===== config.mk =====
export PLATFORM = sky130hd
export DESIGN_NAME = uart_rx_cfg
export DESIGN_NICKNAME = d
export VERILOG_FILES = /design/src/rtl/uart_rx_cfg.sv
export SDC_FILE = /design/constraint.sdc
export NUM_CORES = 1
export LEC_CHECK = 0
export BUFFER_PORTS_ARGS = -buffer_cell sky130_fd_sc_hd__buf_2
export CORE_ASPECT_RATIO = 0.8
export CORE_UTILIZATION = 60
export DETAILED_ROUTE_END_ITERATION = 10
export GPL_TIMING_DRIVEN = 0
export PLACE_DENSITY = 0.78
export SLEW_MARGIN = 20
export SYNTH_ARGS = -nofsm -noshare
export SYNTH_HDL_FRONTEND = slang
export SYNTH_SLANG_ARGS = --single-unit

===== constraint.sdc =====
create_clock -name clk -period 4.4 [get_ports clk]
set_input_delay 0.44 -clock clk [delete_from_list [all_inputs] [get_ports clk]]
set_output_delay 0.44 -clock clk [all_outputs]
set_load 0.02 [all_outputs]

===== src/rtl/uart_rx_cfg.sv =====
// uart_rx_cfg: oversampling UART receiver with majority voting, parity/stop checks, break detection and an output FIFO.
// Ports: clk clock; rst async active-low reset; rxd serial line (idle high); enable permits start detection;
//        data/frame_err/parity_err head-of-FIFO word; valid FIFO non-empty; ready consumer pop;
//        overrun sticky drop flag; clr_overrun clears it; busy frame in progress.
module uart_rx_cfg #(
  parameter int CLOCK_FREQ = 12000000,
  parameter int BAUD_RATE  = 19200,
  parameter int OVERSAMPLE = 16,
  parameter int DATA_BITS  = 8,
  parameter int PARITY     = 0,
  parameter int STOP_BITS  = 1,
  parameter int FIFO_DEPTH = 4
) (
  input  logic                 clk,
  input  logic                 rst,
  input  logic                 rxd,
  input  logic                 enable,
  output logic [DATA_BITS-1:0] data,
  output logic                 frame_err,
  output logic                 parity_err,
  output logic                 valid,
  input  logic                 ready,
  output logic                 overrun,
  input  logic                 clr_overrun,
  output logic                 busy
);
  localparam int DIV = CLOCK_FREQ / (BAUD_RATE * OVERSAMPLE);
  localparam int DW  = DIV > 1 ? $clog2(DIV) : 1;
  localparam int TW  = $clog2(OVERSAMPLE);
  localparam int AW  = $clog2(FIFO_DEPTH);
  localparam int WW  = DATA_BITS + 2;

  typedef enum logic [2:0] {S_IDLE, S_START, S_DATA, S_PARITY, S_STOP, S_BREAK} state_t;

  state_t               r_state, w_next;
  logic [1:0]           r_sync;
  logic                 r_rx_d;
  logic [DW-1:0]        r_div;
  logic [TW-1:0]        r_tcnt;
  logic [3:0]           r_bitcnt;
  logic [1:0]           r_smp;
  logic [DATA_BITS-1:0] r_shift;
  logic                 r_par, r_ferr, r_ovr;
  logic [WW-1:0]        r_mem [FIFO_DEPTH];
  logic [AW-1:0]        r_wp, r_rp;
  logic [AW:0]          r_cnt;

  logic w_rx, w_fall, w_start, w_tick, w_dec, w_end, w_bit, w_dlast, w_slast;
  logic w_brk, w_push, w_perr, w_full, w_pop, w_wr, w_ovr;
  logic [WW-1:0] w_word;

  assign w_rx    = r_sync[1];
  assign w_fall  = r_rx_d & ~w_rx;
  assign w_start = (r_state == S_IDLE) & enable & w_fall;
  assign w_tick  = r_div == DW'(DIV - 1);
  // third sample tick is where the bit is decided; last tick of the bit advances
  assign w_dec   = w_tick & (r_tcnt == TW'(OVERSAMPLE / 2 + 1));
  assign w_end   = w_tick & (r_tcnt == TW'(OVERSAMPLE - 1));
  assign w_bit   = (r_smp[0] & r_smp[1]) | (w_rx & (r_smp[0] | r_smp[1]));
  assign w_dlast = r_bitcnt == 4'(DATA_BITS - 1);
  assign w_slast = r_bitcnt == 4'(STOP_BITS - 1);
  // all-zero data with a low first stop bit is a break
  assign w_brk   = (r_state == S_STOP) & w_dec & (r_bitcnt == 4'd0) & ~w_bit & ~|r_shift;
  assign w_push  = (r_state == S_STOP) & w_dec & (w_slast | w_brk);
  assign w_perr  = PARITY == 0 ? 1'b0 : ^{r_shift, r_par, PARITY == 1};
  assign w_word  = {w_perr, r_ferr | ~w_bit, r_shift};
  assign w_full  = r_cnt == (AW + 1)'(FIFO_DEPTH);
  assign w_pop   = valid & ready;
  assign w_wr    = w_push & (~w_full | w_pop);
  assign w_ovr   = w_push & w_full & ~w_pop;

  assign valid = r_cnt != '0;
  assign {parity_err, frame_err, data} = valid ? r_mem[r_rp] : '0;
  assign busy    = r_state != S_IDLE;
  assign overrun = r_ovr;

  always_comb begin
    w_next = r_state;
    case (r_state)
      S_IDLE:   if (w_start) w_next = S_START;
      S_START:  if (w_dec & w_bit) w_next = S_IDLE; else if (w_end) w_next = S_DATA;
      S_DATA:   if (w_end & w_dlast) w_next = PARITY != 0 ? S_PARITY : S_STOP;
      S_PARITY: if (w_end) w_next = S_STOP;
      S_STOP:   if (w_brk) w_next = S_BREAK; else if (w_push) w_next = S_IDLE;
      S_BREAK:  if (w_rx) w_next = S_IDLE;
      default:  w_next = S_IDLE;
    endcase
  end

  always_ff @(posedge clk or negedge rst) begin
    if (!rst) r_state <= S_IDLE;
    else      r_state <= w_next;
  end

  always_ff @(posedge clk or negedge rst) begin
    if (!rst) begin
      r_sync   <= 2'b11;
      r_rx_d   <= 1'b1;
      r_div    <= '0;
      r_tcnt   <= '0;
      r_bitcnt <= '0;
      r_smp    <= '0;
      r_shift  <= '0;
      r_par    <= 1'b0;
      r_ferr   <= 1'b0;
      r_wp     <= '0;
      r_rp     <= '0;
      r_cnt    <= '0;
      r_ovr    <= 1'b0;
    end else begin
      r_sync <= {r_sync[0], rxd};
      r_rx_d <= w_rx;
      r_div  <= (w_start | w_tick) ? '0 : r_div + 1'b1;
      if (w_start) r_tcnt <= '0;
      else if (w_tick) r_tcnt <= w_end ? '0 : r_tcnt + 1'b1;
      if (w_tick & (r_tcnt == TW'(OVERSAMPLE / 2 - 1))) r_smp[0] <= w_rx;
      if (w_tick & (r_tcnt == TW'(OVERSAMPLE / 2))) r_smp[1] <= w_rx;
      if (w_start) begin
        r_bitcnt <= '0;
        r_ferr   <= 1'b0;
      end else begin
        if (w_end & ((r_state == S_DATA) | (r_state == S_STOP)))
          r_bitcnt <= ((r_state == S_DATA) & w_dlast) ? 4'd0 : r_bitcnt + 4'd1;
        if ((r_state == S_STOP) & w_dec & ~w_bit) r_ferr <= 1'b1;
      end
      if ((r_state == S_DATA) & w_dec) r_shift <= {w_bit, r_shift[DATA_BITS-1:1]};
      if ((r_state == S_PARITY) & w_dec) r_par <= w_bit;
      if (w_wr) r_wp <= r_wp + 1'b1;
      if (w_pop) r_rp <= r_rp + 1'b1;
      r_cnt <= r_cnt + (AW + 1)'(w_wr) - (AW + 1)'(w_pop);
      r_ovr <= (r_ovr & ~clr_overrun) | w_ovr;
    end
  end

  always_ff @(posedge clk) begin
    if (w_wr) r_mem[r_wp] <= w_word;
  end
endmodule


After elaboration in Yosys (flattened, before gate mapping). Memories as Yosys holds them, arrays and structs flattened. Index checks and enable logic that the tools add are counted.

Bits of input ports: 6. RAM bits: 36. Word-level logic and storage cells: 109. Output and inout bits: 13. Flip-flop bits (word level): 39. Memories kept: 1.

Add/sub/neg operators: 7. Equal/unequal tests: 18. Mux-type cells: 21. Bitwise logic cells: 38. Reductions and logical operators: 10.

Memories: r_mem (words 4, width 9, read ports 1, clocked after Yosys merged registers in 0, write ports 1, RTL line 44) `logic [WW-1:0] r_mem [FIFO_DEPTH];`.

Operators by type and width (number): 1-bit bitwise AND (25); 3-bit 2-to-1 mux (8); 4-bit 2-to-1 mux (6); 3-bit one-hot mux with 6 select lines (1); 4-bit equality test (second input constant) (3); 10-bit 2-to-1 mux (1); 3-bit equality test (second input constant) (3); 4-bit by 1-bit adder with 4-bit output (second input constant) (2); 4-bit by 3-bit equality test with 1-bit output (second input constant) (2); 2-bit inequality test (second input constant) (4); 1-bit bitwise OR (8); 8-bit OR reduction (1); 6-bit by 1-bit adder with 6-bit output (second input constant) (1); 3-bit by 2-bit equality test with 1-bit output (second input constant) (2); 6-bit equality test (second input constant) (1); 6-bit 2-to-1 mux (1); 3-bit inequality test (second input constant) (2); 6-bit AND reduction (1); 2-bit nonzero test (3); 3-bit nonzero test (2); 1-bit inverter (5); 2-bit by 1-bit adder with 2-bit output (second input constant) (2); 4-bit zero test (1); 1-bit 2-to-1 mux (4); 5 further kinds (5).

Longest topological paths before layout. Gate-level depths: netlist of the first run.

Depth in word-level cells: 11. Mapped depth: 13. Depth with buffers taken out: 13.

Worst setup path after synthesis of the first run. OpenSTA, ideal clock, no wires.

Path type: reg-to-reg. Start: register r_div[0]. End: register r_cnt[2]. Cell stages (with the launch flop): 14. Arrival: 2.527 ns. Period minus slack after synthesis: 2.649 ns. Setup time: 0.123 ns. Required time: 4.277 ns. Path slack: 1.751 ns. Buffers on the path: 0. Cell sequence: dfrtp_1 -> inv_1 -> ha_1 -> nand4bb_4 -> nor3_4 -> nand4_1 -> nor2b_1 -> inv_1 -> ha_1 -> inv_1 -> ha_1 -> inv_1 -> fa_1 -> xnor2_1.

Cells in the longest elaborated chain, start to end: 11.

Ends and longest elaborated chain: from (decl) (RTL line 38) `logic [DW-1:0] r_div;`; from (signal assigned) (RTL line 113) `r_div <= (w_start | w_tick) ? '0 : r_div + 1'b1;`; 6-bit equality test * (RTL line 55) `assign w_tick = r_div == DW'(DIV - 1);`; 1-bit bitwise AND * (RTL line 57) `assign w_dec = w_tick & (r_tcnt == TW'(OVERSAMPLE / 2 + 1));`; 1-bit bitwise AND * (RTL line 63, 64); 1-bit bitwise AND (3 in a row) (RTL line 63) `assign w_brk = (r_state == S_STOP) & w_dec & (r_bitcnt == 4'd0) & ~w_bit & ~|r_shift;`; 1-bit bitwise OR (RTL line 64) `assign w_push = (r_state == S_STOP) & w_dec & (w_slast | w_brk);`; 1-bit bitwise AND * (RTL line 64); 1-bit bitwise AND * (RTL line 69) `assign w_wr = w_push & (~w_full | w_pop);`; 3-bit by 1-bit adder with 3-bit output * (RTL line 130) `r_cnt <= r_cnt + (AW + 1)'(w_wr) - (AW + 1)'(w_pop);`; 3-bit by 1-bit subtractor with 3-bit output * (RTL line 130); to (signal assigned) (RTL line 130); to (decl) (RTL line 46) `logic [AW:0] r_cnt;`.

Mark *: on every way between the ends. The rest lies on a longest branch, timed or not. A chain may end at the register's enable or synchronous reset.

Worst setup path after layout of the first run. Ends and elaborated chain as after synthesis.

==> flow_metrics.py, run 1 <==
metrics = {
    "flow_run": {
        "max_capacitance_violation_total": 0,
    },
    "synthesis": {
        "synth.net_count": 264,
        "synth.top_cells.by_area": "sky130_fd_sc_hd__edfxtp_1 32%, sky130_fd_sc_hd__dfrtp_1 26%, sky130_fd_sc_hd__mux4_2 5.9%",
        "post_synth_inst_count": 244,
        "dominant_combinational_cell_family_by_area_after_synthesis": "simple AND/OR/NAND/NOR gates",
        "synth.cell_area_mm2": 0.00341,
        "synth_seq_area_share": 0.604,
        "synth_edf_count": 36,
        "yosys.area_share.xor_xnor": 0.0308,
        "netlist_top_cells_count": "36 x sky130_fd_sc_hd__dfrtp_1, 36 x sky130_fd_sc_hd__edfxtp_1, 19 x sky130_fd_sc_hd__nor2_1",
        "postSynth.topFlopCell": "sky130_fd_sc_hd__edfxtp_1",
        "synth_cell_types": 49,
        "multiplexer_fraction_of_the_synthesized_cell_area": 0.111,
        "netlist.area_leader.share": 0.317,
        "yosysWarningCount": 0,
        "compound_gate_portion_of_the_synthesized_area": 0.0352,
        "netlist.top_cell.by_area": "sky130_fd_sc_hd__edfxtp_1",
        "synth_simple_gate_area_share": 0.132,
        "flops_latches_synth": 75,
        "async_flop_share": 0.520,
        "synth_adder_area_share": 0.0565,
        "synth_area_per_cell_um2": 14.0,
    },
    "die": {
        "dieWidth_um": 86.3,
        "placementRows": 24,
        "floorplan.io_pins": 19,
        "floorplan.initialDensity": 0.624,
        "core_area_mm2": 0.00547,
        "die_h_um": 69.5,
        "die_area_mm2": 0.00599,
    },
    "routing": {
        "firstDrtPassIters": 5,
        "overall_routed_net_length_um": 5640,
        "drc": 0,
        "via_count": 1952,
        "drt_iter0_markers": 145,
        "drt.antenna.violating_nets": 0,
        "drt-vias-per-instance": 5.50,
        "detail_route.wl_per_cell_um": 15.9,
    },
    "clock_network": {
        "post_cts_resize_count": 0,
        "clkTransAtPathRegs_ns": 0.07,
        "numClockSinks": 75,
        "cts_tree": "built",
        "htree_num_levels": 3,
        "cts_made_buffers": 9,
        "clk-insertion-delay-late_ns": 0.35,
        "cts.path.max_buffers": 2,
        "cts_stage_hold_buffer_count": 0,
        "clock_tree.root_cell": "sky130_fd_sc_hd__clkbuf_8",
        "cts.repair_timing.setup_buffer_count": 0,
    },
    "outcome": {
        "run_status": "complete, no violations",
    },
    "sta": {
        "setup_slack_ns": 1.37,
        "hold_ws_ns": 0.183,
        "fin_crit_ns": 3.03,
        "timing.final.setup_violations": 0,
        "sum_neg_setup_slack_ns": 0,
        "hold_violations": 0,
        "drv_slew": 0,
        "rsz0062_at_grt": "no",
        "max_slew_margin": 0.315,
        "finalCritPeriodShare": 0.688,
        "max_slew.worst_pin.slew_ns": 1.02,
        "fmaxAchievable_mhz": 330,
        "worst_clock_skew_ns": 0.0114,
    },
    "setup_path": {
        "setup.worst_path.end_class": "register",
        "slowest_stage": "sky130_fd_sc_hd__nor2b_1",
        "timing_worst_setup_path_type": "reg -> reg",
        "critPathMaxFanout": 7,
        "setup.reg_to_reg.worst_slack_ns": 1.37,
        "cp_data_required_time_ns": 4.67,
        "worst_ep_arrival_time_ns": 3.30,
        "r2r-end": "r_cnt[2]",
        "worst_r2r_path_depth": 13,
        "reg2reg_from": "r_div[0]",
        "cpPeakStageDelay_ns": 0.45,
        "worstPathCellList": "inv_1 -> ha_1 -> nand4bb_4 -> nor3_4 -> nand4_1 -> nor2b_1 -> inv_1 -> ha_1 -> inv_1 -> ha_1 -> inv_1 -> fa_1 -> xnor2_1",
        "timing.critical_path.from_type": "register",
        "crit_path_frequent_cell": "sky130_fd_sc_hd__inv_1",
    },
    "grt": {
        "grt_antenna_before_repair": 0,
        "grt_pass1_wl_um": 9330,
        "grt_start_max_net_pins": 40,
        "via_count_of_the_first_global_routing_pass": 1879,
        "grt_overflow": 0,
        "track_usage": 0.216,
    },
    "cells_and_area": {
        "layout.core_utilization": 0.697,
        "fraction_of_layout_cells_with_a_size_suffix_above_1": 0.238,
        "layout-area-overhead-vs-synth_pct": 11.7,
        "antenna_cells_inserted": 0,
        "final_nets": 292,
    },
    "worst_hold_path": {
        "min_from": "rxd",
        "min_path_type": "in -> reg",
        "min_path_cells": 1,
        "hold_end": "r_sync[0]",
    },
    "power": {
        "power.leakage_nw": 1.62,
        "power_per_unit_of_standard_cell_area_mw_per_mm2": 401,
        "power.ir.vdd_worst_mv": 0.206,
    },
    "placement": {
        "place_worst_setup_slack_ns": 1.36,
        "numPortBuffers": 17,
        "globalplace.congestion": 0.801,
        "hpwl_um": 3770,
    },
}
[sequential cells by signal, summed over array words and instances (netlist names)]
name,cells
r_mem,36
r_sync,2
overrun,1
r_ferr,1
r_rp,2
r_state,3
r_rx_d,1
r_div,6
r_tcnt,4
r_smp,2
r_bitcnt,4
r_shift,8
r_cnt,3
r_wp,2
[cell families after synthesis]
group,after synthesis
AOI/OAI and AO/OA,18
xor gates and xnor gates,12
adders and majority gates,15
buffers and inverters,23
DFF,75
muxes,25
other,1
and+or+nand+nor,75
[area by class of cell]
| cell class | count | area (µm²) |
|---|---|---|
| inverter | 15 | 56.3 |
| clock buffer | 13 | 170 |
| buffer | 8 | 42.5 |
| tap | 78 | 97.6 |
| clock inverter | 3 | 45.0 |
| multi-input combinational | 146 | 1250 |
| timing repair buffer | 17 | 85.1 |
| fill | 394 | 1660 |
| sequential | 75 | 2060 |
[worst max path at each step]
stage,cells past startpoint,slack [ns],endpoint,start
6_report,13,1.37,r_cnt[2],r_div[0]
5_1_grt,13,1.04,r_cnt[2],r_div[0]
4_1_cts,13,1.33,r_cnt[2],r_div[0]
3_5_place_dp,13,1.36,r_cnt[2],r_div[0]
3_3_place_gp,13,1.44,r_cnt[2],r_div[0]
2_1_floorplan,13,1.75,r_cnt[2],r_div[0]
[metal layers]
layer,share of wire,vias up,track usage
li1,-,932,-
met1,0.49,977,0.318
met2,0.45,36,0.295
met3,0.040,7,0.0571
met4,0.016,0,0.115
met5,0,-,0
[per-stage QoR]
stage | cell area [µm²] | std cells | total power, mW
floorplan | 3410 | 244 | 0.935
global placement | 3590 | 339 | 0.982
detailed placement | 3590 | 339 | 0.993
CTS | 3810 | 355 | 1.55
global route | 3810 | 355 | 1.59
finish | 3810 | 355 | 1.53
[power by group]
part | leakage (nW) | internal (mW) | total, mW | switching [mW]
clock network | 0.109 | 0.314 | 0.559 | 0.245
logic | 0.615 | 0.0857 | 0.193 | 0.107
registers | 0.898 | 0.758 | 0.778 | 0.0201
[cell usage in the layout, fill, tap and decap left out, drive strengths merged, types with 3 or more instances in the layout]
cell type / synthesis / layout
dfrtp: 36 / 36
dfstp: 3 / 3
buf: 4 / 21
mux4: 9 / 9
and2: 14 / 14
xor2: 5 / 5
clkbuf: 4 / 17
a21oi: 3 / 3
mux2: 14 / 14
nand3b: 4 / 4
o21ai: 4 / 4
nand2: 8 / 8
xnor2: 7 / 7
nor2: 19 / 19
inv: 15 / 16
edfxtp: 36 / 36
nor4: 3 / 3
ha: 13 / 13
nor3: 5 / 5
nand3: 7 / 7
[critical path: cells and delay by family (launching register included)]
kind	cells	cell delay (ns)
adders and majority gates	4	1.01
and+or+nand+nor	4	1.09
xor gates and xnor gates	1	0.18
buffers and inverters	4	0.27
DFF	1	0.41
No activity file was read; power rests on OpenSTA's default activity.
==> run 2, diff against run 1 <==
--- a/config.mk
+++ b/config.mk
@@ -7,10 +7,10 @@
 export LEC_CHECK = 0
 export BUFFER_PORTS_ARGS = -buffer_cell sky130_fd_sc_hd__buf_2
 export CORE_ASPECT_RATIO = 0.8
-export CORE_UTILIZATION = 60
+export CORE_UTILIZATION = 54
 export DETAILED_ROUTE_END_ITERATION = 10
 export GPL_TIMING_DRIVEN = 0
-export PLACE_DENSITY = 0.78
+export PLACE_DENSITY = 0.74
 export SLEW_MARGIN = 20
 export SYNTH_ARGS = -nofsm -noshare
 export SYNTH_HDL_FRONTEND = slang
==> constraint.sdc (replaced) <==
create_clock -name clk -period 2.45 [get_ports clk]
set_input_delay 0.245 -clock clk [delete_from_list [all_inputs] [get_ports clk]]
set_output_delay 0.245 -clock clk [all_outputs]
set_load 0.02 [all_outputs]
==> run 2 against run 1 <==
The flow now finishes with violations (negative setup slack). Sequential share of layout area is 2.7 points lower. Cell area is 5.2% higher. Highest routed layer unchanged. Critical path type unchanged. Total power is 84% higher. Global-route usage is 1.4 points lower. Clock power is 86% higher.
==> flow_metrics.py, run 2 (synthesized netlist as in run 1, its figures left out) <==
metrics = {
    "routing": {
        "met1_wirelength_um": 2820,
        "wl_met3_um": 330,
        "firstDrtPassIters": 4,
        "via_count": 2022,
        "drt.antenna.violating_nets": 0,
        "detail_route.wl_per_cell_um": 16.2,
        "met2_length_um": 2810,
        "uppermost_metal_layer_occupied_by_signal_nets": "met4",
        "drt-vias-per-instance": 5.44,
        "drt_iter0_markers": 192,
        "drc": 0,
        "overall_routed_net_length_um": 6010,
    },
    "sta": {
        "fmaxAchievable_mhz": 406,
        "setup_slack_ns": -0.0157,
        "worst_clock_skew_ns": 0.00965,
        "fin_crit_ns": 2.47,
        "timing.final.setup_violations": 2,
        "drv_slew": 0,
        "hold_violations": 0,
        "max_slew.worst_pin.slew_ns": 0.880,
        "rsz0062_at_grt": "yes",
        "finalCritPeriodShare": 1.01,
        "sum_neg_setup_slack_ns": -0.0294,
        "max_slew_margin": 0.413,
        "hold_ws_ns": 0.00808,
    },
    "cells_and_area": {
        "largest_reg_flops": 36,
        "register_with_the_highest_flop_count": "r_mem",
        "layout_common_cells": "36 x sky130_fd_sc_hd__dfrtp_1, 36 x sky130_fd_sc_hd__edfxtp_1, 19 x sky130_fd_sc_hd__nor2_1",
        "final_nets": 306,
        "antenna_cells_inserted": 0,
        "layout-area-overhead-vs-synth_pct": 17.5,
        "fraction_of_layout_cells_with_a_size_suffix_above_1": 0.330,
        "largest_registers": "r_mem (36), r_shift (8), r_div (6)",
        "filler_cell_count": 424,
    },
    "clock_network": {
        "numClockSinks": 75,
        "clkTransAtPathRegs_ns": 0.08,
        "cts_tree": "built",
        "htree_num_levels": 3,
        "cts.path.max_buffers": 2,
        "cts_made_buffers": 9,
        "clk-insertion-delay-late_ns": 0.34,
        "clock_tree.root_cell": "sky130_fd_sc_hd__clkbuf_8",
    },
    "placement": {
        "globalplace.congestion": 0.903,
        "place_worst_setup_slack_ns": -0.483,
        "numPortBuffers": 17,
        "hpwl_um": 3800,
    },
    "power": {
        "power_switching_share": 0.249,
        "p_switching_mw": 0.701,
        "power_per_unit_of_standard_cell_area_mw_per_mm2": 702,
        "clkPwrFrac": 0.369,
        "cellInternalPower_mw": 2.11,
        "pwr-share-seq": 0.499,
        "power.leakage_nw": 1.72,
        "power.combinational.fraction": 0.132,
        "power.ir.vdd_worst_mv": 0.401,
    },
    "worst_hold_path": {
        "min_path_type": "in -> async",
    },
    "setup_path": {
        "worst_ep_arrival_time_ns": 2.70,
        "worstPathCellList": "inv_1 -> ha_2 -> nand4bb_4 -> nor3_4 -> nand4_1 -> nor2b_4 -> inv_2 -> ha_4 -> inv_4 -> ha_4 -> inv_2 -> fa_1 -> xnor2_1",
        "path_delay_family": "adder cells",
        "timing_worst_setup_path_type": "reg -> reg",
        "setup.worst_path.end_class": "register",
        "critPathMaxFanout": 3,
        "path_buf_inv": 4,
        "cpPeakStageDelay_ns": 0.40,
        "worst-path-stages": 13,
        "timing.critical_path.from_type": "register",
        "cp_data_required_time_ns": 2.68,
        "worst_r2r_path_depth": 13,
        "slowest_stage": "sky130_fd_sc_hd__fa_1",
    },
    "grt": {
        "grt_pass1_wl_um": 9920,
        "via_count_of_the_first_global_routing_pass": 2026,
        "track_usage": 0.202,
        "grt_overflow": 0,
        "grt_start_max_net_pins": 40,
        "grt_antenna_before_repair": 0,
    },
    "outcome": {
        "run_status": "complete, but fails checks",
        "failed_checks": "negative setup slack",
    },
    "die": {
        "die_area_mm2": 0.00664,
        "placementRows": 25,
        "die_h_um": 73.1,
        "dieWidth_um": 90.9,
        "core_area_mm2": 0.00601,
        "floorplan.io_pins": 19,
        "floorplan.initialDensity": 0.568,
    },
    "flow_run": {
        "max_capacitance_violation_total": 0,
    },
}
run 2: cell count changes in the layout (fill, tap and decap cells not counted), sizes merged:
| cell | before | now |
|---|---|---|
| clkinvlp | 0 | 1 |
| dlygate4sd3 | 0 | 1 |
| clkinv | 1 | 2 |
| buf | 21 | 34 |
| clkbuf | 17 | 13 |
| inv | 16 | 17 |
| bufinv | 1 | 2 |
run 2: area by class of cell:
cell class                      instances  area (µm²)  area share
Sequential cell                        75        2060       0.514
Multi-Input combinational cell        146        1330       0.332
Timing Repair Buffer                   31         193      0.0481
Clock buffer                            9         124      0.0309
Tap cell                               81         101      0.0253
Clock inverter                          7        98.8      0.0247
Inverter                               15        58.8      0.0147
Buffer                                  8        42.5      0.0106
run 2: worst reg2reg max path, stage by stage (launching register included):
cell and delay (ns):
sky130_fd_sc_hd__dfrtp_1 0.38, sky130_fd_sc_hd__inv_1 0.06, sky130_fd_sc_hd__ha_2 0.19, sky130_fd_sc_hd__nand4bb_4 0.14, sky130_fd_sc_hd__nor3_4 0.22, sky130_fd_sc_hd__nand4_1 0.20
sky130_fd_sc_hd__nor2b_4 0.18, sky130_fd_sc_hd__inv_2 0.05, sky130_fd_sc_hd__ha_4 0.21, sky130_fd_sc_hd__inv_4 0.05, sky130_fd_sc_hd__ha_4 0.11, sky130_fd_sc_hd__inv_2 0.04
sky130_fd_sc_hd__fa_1 0.40, sky130_fd_sc_hd__xnor2_1 0.13
run 2: stage by stage:
stage / utilization / power [mW] / std cells / area [µm²]
3_5_place_dp: 0.600 / 1.77 / 342 / 3600
4_1_cts: 0.651 / 2.81 / 368 / 3910
3_3_place_gp: 0.600 / 1.76 / 342 / 3600
2_1_floorplan: - / 1.68 / 244 / 3410
5_1_grt: 0.667 / 2.95 / 372 / 4010
6_report: 0.667 / 2.81 / 372 / 4010
run 2: repair_timing:
| item | in CTS | in global routing |
|---|---|---|
| setup endpoints to repair | 39 | 39 |
| resized for setup | 2 | 17 |
| cloned | 0 | 0 |
| hold buffers | 1 | 0 |
| buffers inserted | 9 | 5 |
| pin swaps | 2 | 5 |
| endpoints found under the hold margin | 1 | 0 |
run 2: final timing paths:
kind                                  start          to  slack, ns
worst max-delay path               r_div[0]    r_cnt[2]      -0.02
worst min-delay path                    rst     r_rp[1]      0.008
worst max register to register     r_div[0]    r_cnt[2]      -0.02
worst min register to register    r_sync[0]   r_sync[1]       0.36
max in group asynchronous               rst  r_shift[7]       1.87
min in group clk                clr_overrun     overrun       0.09
run 2: layer usage:
| metal | up-vias | global-route usage |
|---|---|---|
| li1 | 963 | - |
| met3 | 5 | 0.0594 |
| met5 | - | 0 |
| met1 | 993 | 0.276 |
| met4 | 0 | 0.0723 |
| met2 | 61 | 0.314 |
run 2: power groups by stage:
stage               registers (mW)  logic (mW)  clock network [mW]
CTS                           1.40       0.353                1.06
detailed placement            1.43       0.348                   0
global route                  1.41       0.414                1.12
floorplan                     1.41       0.265                   0
finish                        1.40       0.372                1.04
global placement              1.42       0.340                   0
==> run 3, diff against run 2 <==
==> constraint.sdc (replaced) <==
create_clock -name clk -period 2 [get_ports clk]
set_input_delay 0.2 -clock clk [delete_from_list [all_inputs] [get_ports clk]]
set_output_delay 0.2 -clock clk [all_outputs]
set_load 0.02 [all_outputs]
==> run 3 against run 2 <==
The flow still finishes with violations (negative setup slack). Routed wire length is 7.1% higher. Cell area is 0.78% higher. First-iteration DRC count is 23% higher. Total power is 16% higher. Cell count is 1.1% higher. Sequential cell count stayed put. Critical path depth stayed put. Critical path type unchanged. Critical endpoint is now r_cnt[1]. Largest power group unchanged.
==> flow_metrics.py, run 3 (synthesized netlist as in run 1, its figures left out) <==
metrics = {
    "outcome": {
        "run_status": "complete, but fails checks",
        "failed_checks": "negative setup slack",
    },
    "grt": {
        "track_usage": 0.212,
        "grt_antenna_before_repair": 0,
        "grt_pass1_wl_um": 10200,
        "grt_overflow": 0,
        "grt_start_max_net_pins": 40,
        "via_count_of_the_first_global_routing_pass": 2013,
    },
    "setup_path": {
        "worst_ep_arrival_time_ns": 2.75,
        "setup.reg_to_reg.worst_slack_ns": -0.49,
        "timing_worst_setup_path_type": "reg -> reg",
        "critPathMaxFanout": 2,
        "timing.critical_path.from_type": "register",
        "worst_r2r_path_depth": 13,
        "reg2reg_from": "r_div[0]",
        "setup.worst_path.end_class": "register",
        "cp_data_required_time_ns": 2.25,
        "r2r-end": "r_cnt[1]",
    },
    "power": {
        "clkPwrFrac": 0.306,
        "power.leakage_nw": 1.73,
        "pwr-share-seq": 0.542,
        "cellInternalPower_mw": 2.40,
        "power.combinational.fraction": 0.153,
        "power_switching_share": 0.267,
        "power.ir.vdd_worst_mv": 0.409,
        "p_switching_mw": 0.872,
        "power_per_unit_of_standard_cell_area_mw_per_mm2": 809,
    },
    "placement": {
        "hpwl_um": 3900,
        "numPortBuffers": 17,
        "globalplace.congestion": 0.905,
    },
    "sta": {
        "max_slew_margin": 0.410,
        "max_slew.worst_pin.slew_ns": 0.885,
        "timing.final.setup_violations": 44,
        "hold_violations": 0,
        "fin_crit_ns": 2.49,
        "finalCritPeriodShare": 1.25,
        "worst_clock_skew_ns": 0.0128,
        "rsz0062_at_grt": "yes",
        "fmaxAchievable_mhz": 401,
        "sum_neg_setup_slack_ns": -3.34,
        "setup_slack_ns": -0.492,
        "drv_slew": 0,
        "hold_ws_ns": 0.0305,
    },
    "die": {
        "floorplan.io_pins": 19,
        "placementRows": 25,
        "die_h_um": 73.1,
        "floorplan.initialDensity": 0.568,
        "core_area_mm2": 0.00601,
        "dieWidth_um": 90.9,
        "die_area_mm2": 0.00664,
    },
    "clock_network": {
        "clock_tree.root_cell": "sky130_fd_sc_hd__clkbuf_8",
        "htree_num_levels": 3,
        "numClockSinks": 75,
        "clkTransAtPathRegs_ns": 0.08,
        "cts.path.max_buffers": 2,
        "cts_made_buffers": 9,
        "clk-insertion-delay-late_ns": 0.35,
        "cts_tree": "built",
    },
    "routing": {
        "via_count": 2091,
        "drc": 0,
        "overall_routed_net_length_um": 6440,
        "detail_route.wl_per_cell_um": 17.1,
        "drt-vias-per-instance": 5.56,
        "drt_iter0_markers": 236,
        "drt.antenna.violating_nets": 0,
        "firstDrtPassIters": 4,
    },
    "cells_and_area": {
        "final_nets": 310,
        "fraction_of_layout_cells_with_a_size_suffix_above_1": 0.359,
        "final_common_cell": "sky130_fd_sc_hd__edfxtp_1",
        "layout-area-overhead-vs-synth_pct": 18.4,
        "register_with_the_highest_flop_count": "r_mem",
        "layout.core_utilization": 0.673,
        "layout_common_cells": "36 x sky130_fd_sc_hd__edfxtp_1, 35 x sky130_fd_sc_hd__dfrtp_1, 18 x sky130_fd_sc_hd__nor2_1",
        "largest_registers": "r_mem (36), r_shift (8), r_div (6)",
        "antenna_cells_inserted": 0,
        "largest_reg_flops": 36,
    },
    "flow_run": {
        "max_capacitance_violation_total": 0,
    },
    "worst_hold_path": {
        "min_from": "clr_overrun",
        "min_path_cells": 2,
        "hold_end": "overrun",
        "min_path_type": "in -> reg",
    },
}
-- run 3: power groups by stage --
stage / combinational, mW / clock [mW] / sequential (mW)
3_3_place_gp: 0.416 / 0 / 1.74
6_report: 0.499 / 0.999 / 1.77
3_5_place_dp: 0.427 / 0 / 1.75
2_1_floorplan: 0.325 / 0 / 1.73
4_1_cts: 0.423 / 1.02 / 1.76
5_1_grt: 0.552 / 1.10 / 1.78
-- run 3: timing repair --
action | CTS | global route
buffers inserted | 11 | 2
endpoints found under the hold margin | 24 | 0
cloned | 4 | 1
hold buffers | 2 | 0
pin swaps | 8 | 6
resized for setup | 21 | 15
endpoints found under the setup margin | 62 | 54
-- run 3: final cells by class --
class,count,area (µm²)
inverters,15,56.3
multi-input cells,150,1370
plain buffers,7,53.8
clock buffers,9,124
well taps,81,101
clock inverters,7,45.0
repair buffers,32,223
fillers,437,1970
flip-flops and latches,75,2060
-- run 3: worst max-delay path by stage --
| stage | startpoint | end | slack [ns] | cells past startpoint |
|---|---|---|---|---|
| finish | r_div[0] | r_cnt[1] | -0.49 | 13 |
| global route | r_div[0] | r_cnt[1] | -0.61 | 13 |
| CTS | r_tcnt[1] | r_cnt[1] | -0.52 | 13 |
| detailed placement | r_div[0] | r_cnt[1] | -0.94 | 13 |
| global placement | r_div[0] | r_cnt[2] | -0.92 | 13 |
| floorplan | r_div[0] | r_cnt[2] | -0.56 | 13 |
-- run 3: through the flow --
stage	setup slack [ns]	power [mW]	instances	instance area [µm²]
2_1_floorplan	-0.560	2.06	244	3420
3_3_place_gp	-0.918	2.16	342	3610
3_5_place_dp	-0.941	2.17	342	3610
4_1_cts	-0.521	3.20	374	3960
5_1_grt	-0.610	3.43	376	4040
6_report	-0.492	3.27	376	4040
-- run 3: worst max-delay path: stages, from the launching register on --
cell                        delay, ns
sky130_fd_sc_hd__dfrtp_1         0.38
sky130_fd_sc_hd__inv_1           0.06
sky130_fd_sc_hd__ha_2            0.19
sky130_fd_sc_hd__nand4bb_4       0.13
sky130_fd_sc_hd__nor3_4          0.22
sky130_fd_sc_hd__nand4_1         0.20
sky130_fd_sc_hd__nor2b_4         0.18
sky130_fd_sc_hd__inv_2           0.05
sky130_fd_sc_hd__ha_4            0.20
sky130_fd_sc_hd__inv_2           0.06
sky130_fd_sc_hd__ha_4            0.12
sky130_fd_sc_hd__inv_2           0.03
sky130_fd_sc_hd__fa_2            0.52
sky130_fd_sc_hd__inv_1           0.04
-- run 3: routing by layer --
| metal | GRT usage | vias up | wire, µm | share of wire |
|---|---|---|---|---|
| met2 | 0.324 | 55 | 3050 | 0.47 |
| met1 | 0.292 | 1046 | 3000 | 0.47 |
| met5 | 0 | - | 0 | 0 |
| li1 | - | 981 | - | - |
| met3 | 0.0667 | 9 | 307 | 0.048 |
| met4 | 0.0705 | 0 | 82 | 0.013 |
